`src/rtl/fetch_ctrl.sv`:
```
// Instruction-fetch sequencer: owns the PC, the single instruction-memory port and
// the IF_ID pipeline register. It loads the program, runs the fetch loop, and halts.
module fetch_ctrl #(
   parameter int          IMEM_DEPTH = 128,
   parameter logic [31:0] RESET_PC   = 32'd0,
   localparam int         AW         = $clog2(IMEM_DEPTH)
) (
   input  logic          clock,
   input  logic          reset,
   input  logic          load_valid,
   input  logic [AW-1:0] load_addr,
   input  logic [31:0]   load_data,
   input  logic          load_done,
   output logic          load_ready,
   output logic [AW-1:0] imem_addr,
   output logic          imem_we,
   output logic [31:0]   imem_wdata,
   input  logic [31:0]   imem_rdata,
   input  logic          stall,
   input  logic          branch_valid,
   input  logic [31:0]   branch_target,
   output logic [63:0]   IF_ID,
   output logic          if_id_valid,
   output logic [31:0]   pc,
   output logic [1:0]    state,
   output logic          halt_err
);

   typedef enum logic [1:0] {
      ST_LOAD = 2'b00,
      ST_RUN  = 2'b01,
      ST_HALT = 2'b10
   } state_t;

   localparam logic [31:0] DEPTH_W = 32'(IMEM_DEPTH);
   localparam logic [31:0] LAST_PC = DEPTH_W - 32'd1;

   state_t      state_q, state_d;
   logic [31:0] pc_q, pc_d;
   logic [63:0] if_id_q, if_id_d;
   logic        valid_q, valid_d;
   logic        halt_err_q, halt_err_d;

   always_ff @(posedge clock) begin
      if (!reset) begin
         state_q    <= ST_LOAD;
         pc_q       <= RESET_PC;
         if_id_q    <= '0;
         valid_q    <= 1'b0;
         halt_err_q <= 1'b0;
      end else begin
         state_q    <= state_d;
         pc_q       <= pc_d;
         if_id_q    <= if_id_d;
         valid_q    <= valid_d;
         halt_err_q <= halt_err_d;
      end
   end

   always_comb begin
      state_d    = state_q;
      pc_d       = pc_q;
      if_id_d    = if_id_q;
      valid_d    = valid_q;
      halt_err_d = halt_err_q;
      case (state_q)
         ST_LOAD: begin
            if_id_d = '0;
            valid_d = 1'b0;
            if (load_done) begin
               state_d = ST_RUN;
               pc_d    = RESET_PC;
            end
         end
         ST_RUN: begin
            // A redirect always wins over stall and always leaves a bubble.
            if (branch_valid) begin
               valid_d = 1'b0;
               if (branch_target < DEPTH_W) begin
                  pc_d = branch_target;
               end else begin
                  state_d    = ST_HALT;
                  halt_err_d = 1'b1;
               end
            end else if (!stall) begin
               if_id_d = {pc_q, imem_rdata};
               valid_d = 1'b1;
               pc_d    = pc_q + 32'd1;
               if (pc_q == LAST_PC) begin
                  state_d = ST_HALT;
               end
            end
         end
         ST_HALT: begin
            // Decode takes the final instruction on the first HALT cycle, stall or not.
            valid_d = 1'b0;
         end
         default: begin
            state_d = ST_LOAD;
         end
      endcase
   end

   assign load_ready  = (state_q == ST_LOAD);
   assign imem_we     = load_valid && (state_q == ST_LOAD);
   assign imem_addr   = (state_q == ST_LOAD) ? load_addr : pc_q[AW-1:0];
   assign imem_wdata  = load_data;
   assign IF_ID       = if_id_q;
   assign if_id_valid = valid_q;
   assign pc          = pc_q;
   assign state       = state_q;
   assign halt_err    = halt_err_q;

endmodule

```
`config.mk`:
```
export PLATFORM = sky130hd
export DESIGN_NAME = fetch_ctrl
export DESIGN_NICKNAME = d
export VERILOG_FILES = /design/src/rtl/fetch_ctrl.sv
export SDC_FILE = /design/constraint.sdc
export NUM_CORES = 1
export LEC_CHECK = 0
export BUFFER_PORTS_ARGS = -buffer_cell sky130_fd_sc_hd__buf_2
export CORE_MARGIN = 2
export CORE_UTILIZATION = 46
export CTS_CLUSTER_SIZE = 30
export DETAILED_ROUTE_END_ITERATION = 10
export PLACE_DENSITY = 0.81
export SETUP_SLACK_MARGIN = 0.5
export SYNTH_ARGS = -nofsm -noshare
export SYNTH_HDL_FRONTEND = slang
export SYNTH_SLANG_ARGS = --single-unit
```
`constraint.sdc`:
```
create_clock -name clock -period 2.64 [get_ports clock]
set_input_delay 0.264 -clock clock [delete_from_list [all_inputs] [get_ports clock]]
set_output_delay 0.264 -clock clock [all_outputs]
set_load 0.03 [all_outputs]
```
==> qor.yml <==
syn_area_per_cell_sq_um: 8.82
final_util: 0.563
synth_largest_area_cell: "dfxtp_1"
switchingPower_uw: 895
grt_setup_unrepaired: "no"
synth_xor_area_frac: 0.00179
groute.usage.overall: 0.248
dp.cells: 805
stdcell_count: 824
cts_root_buffer: "clkbuf_8"
whs_path_depth: 3
synth.top_cell.area_share: 0.410
critical_path.endpoint_type: "register"
wl_mm: 14.5
drtIter0Drc: 378
hp-class: "in -> reg"
fin_skew_ns: 0.0169
p_int_mw: 2.04
setup_viol: 0
cap_violations: 0
synth_seq_cells: 100
startpoint_type: "register"
ant_nets: 0
synthSimpleGateAreaFrac: 0.210
synth_top_family_by_area: "compound AO/OA/AOI/OAI gates"
diodes: 0
viasPerCell: 6.01
yosysSeqAreaShare: 0.410
outcome: "finished clean"
cts_tree: "built"
ir_worst_vdd_mv: 0.299
place.gp.congestion: 0.967
synthesis.area_sq_um: 4890
antenna_found_initial: 0
die_area_sq_um: 11500
worstReg2RegEnd: "pc[30]"
critical_path_class: "reg -> reg"
synthAdderAreaFrac: 0.00256
synth_common_cells: "100 x dfxtp_1, 78 x nor2_1, 61 x a22oi_1"
synth_area_leaders: "dfxtp_1 41%, a22oi_1 9.4%, nor2_1 6.0%"
routedWlPerCell_um: 17.6
synth_ff_type: "dfxtp_1"
pwr-share-comb: 0.153
fin_crit_sh: 0.765
ys_types: 68
clock.fmax_mhz: 495
area_delta_synth_final_pct: 18.8
whs_ns: 0.134
io_buffers: 185
route.vias.total: 4956
nNetsFinal: 793
rr_worst_depth: 7
firstDrtPassIters: 5
synth.most_common_cell: "dfxtp_1"
crit_fanout: 12
die_h_um: 107
slew_headroom: 0.487
swShare: 0.305
die_x_um: 107
grt_pass1_wl_mm: 22.8
rows: 37
hold_viol_final: 0
powerDensity_nw_per_um2: 505
crit_required_ns: 2.91
endpoint: "pc[30]"
muxShareOfSynthArea: 0.0294
synth_compound_area_frac: 0.240
r2r-start: "state[1]"
syn_nets: 664
p_leak_nw: 2.65
cts_buffers: 9
insertion_delay_ns: 0.37
clkPwrFrac: 0.316
cts.sinks: 100
postSynth.asyncResetShare: 0
reg2reg_slack_ns: 0.62
clkTransAtPathRegs_ns: 0.11
initial_core_util: 0.474
tns_ns: 0
min_period_ns: 2.02
io-pin-count: 250
worstMarginPinSlew_ns: 0.770
total_power_mw: 2.93
fillers: 904
synth_edf_count: 0
synth_warnings: 0
syn_inst: 554
clockBufferDepth: 2
fp.coreArea_sq_um: 10300
cp_data_arrival_time_ns: 2.29
critPathLaunch: "state[1]"
h-tree-depth: 3
grt_pass1_vias: 4503
hpwlAfterDp_mm: 10.1
pwr-share-seq: 0.531
overflow: 0
drive_gt1_frac: 0.353
drv_slew: 0
drc: 0
grt_max_degree: 80
[cell type report]
cell class | count | area, sq um | share of cell area
clock buffers | 9 | 124 | 0.0213
clock inverters | 7 | 60.1 | 0.0103
inverters | 3 | 11.3 | 0.00194
multi-input cells | 370 | 2380 | 0.411
flip-flops and latches | 100 | 2000 | 0.345
well taps | 136 | 170 | 0.0293
repair buffers | 199 | 1060 | 0.182
[worst min path at each step]
stage,start,to,slack [ns]
2_1_floorplan,load_done,state[0],0.43
3_3_place_gp,IF_ID[41],IF_ID[41],0.44
3_5_place_dp,IF_ID[54],IF_ID[54],0.45
4_1_cts,imem_rdata[7],IF_ID[7],0.13
5_1_grt,imem_rdata[24],IF_ID[24],0.13
6_report,imem_rdata[31],IF_ID[31],0.13
[critical path, cell delays in order, from the launching register on]
cell and delay (ns):
dfxtp_1 0.66, nor2b_1 0.10, buf_4 0.20, nand2_1 0.28
nor2_1 0.07, buf_4 0.18, and3_1 0.17, a211o_1 0.26
[logic make-up (layout without fill, tap and decap cells)]
family          after synthesis  count (layout)
xor+xnor                      1               1
simple gates                201             201
buf+inv                      84             218
flops                       100             100
fa+ha+maj                     1               1
mux                          13              13
compound gates              154             154
[routing by layer]
| layer | track usage | vias up | part of all wire |
|---|---|---|---|
| met4 | 0.0891 | 0 | 0.024 |
| met3 | 0.0699 | 50 | 0.10 |
| li1 | - | 2293 | - |
| met2 | 0.394 | 306 | 0.47 |
| met5 | 0 | - | 0 |
| met1 | 0.320 | 2307 | 0.41 |
[timing repair]
action                                  in CTS  in global routing
gates resized for setup                      2                  4
setup buffers                                0                  3
hold buffers                                 0                  0
pin swaps                                    0                  1
endpoints found under the setup margin       9                 32
[through the flow]
stage	area [sq um]	setup slack, ns
2_1_floorplan	4890	0.508
3_3_place_gp	5580	0.508
3_5_place_dp	5580	0.435
4_1_cts	5770	0.525
5_1_grt	5810	0.502
6_report	5810	0.620
[state kept, by name (all words and copies together), names as in the netlist]
name         flops
IF_ID           64
halt_err         1
if_id_valid      1
pc              32
state            2
[power groups by stage]
| stage | Sequential [mW] | Clock (mW) | Combinational, mW |
|---|---|---|---|
| finish | 1.56 | 0.927 | 0.450 |
| global route | 1.56 | 1.01 | 0.481 |
| CTS | 1.55 | 0.948 | 0.442 |
| detailed placement | 1.59 | 0 | 0.441 |
| global placement | 1.59 | 0 | 0.433 |
| floorplan | 1.62 | 0 | 0.345 |
[cell usage in the layout (no fill, tap or decap), drive strengths merged, types with 4 or more instances in the layout]
cell,synthesis,routed
and2,5,5
clkinv,1,5
buf,54,199
a22oi,61,61
and3,11,11
a21o,5,5
nor3,13,13
a31oi,5,5
nor4,17,17
o211ai,5,5
nand4,20,20
clkbuf,27,9
mux2,11,11
a211o,7,7
a21oi,15,15
nand2,32,32
o21ai,10,10
a211oi,6,6
o211a,5,5
inv,2,4
dfxtp,100,100
nand3,13,13
nor2,79,79
a41oi,6,6
No activity file was read; power rests on OpenSTA's default activity.
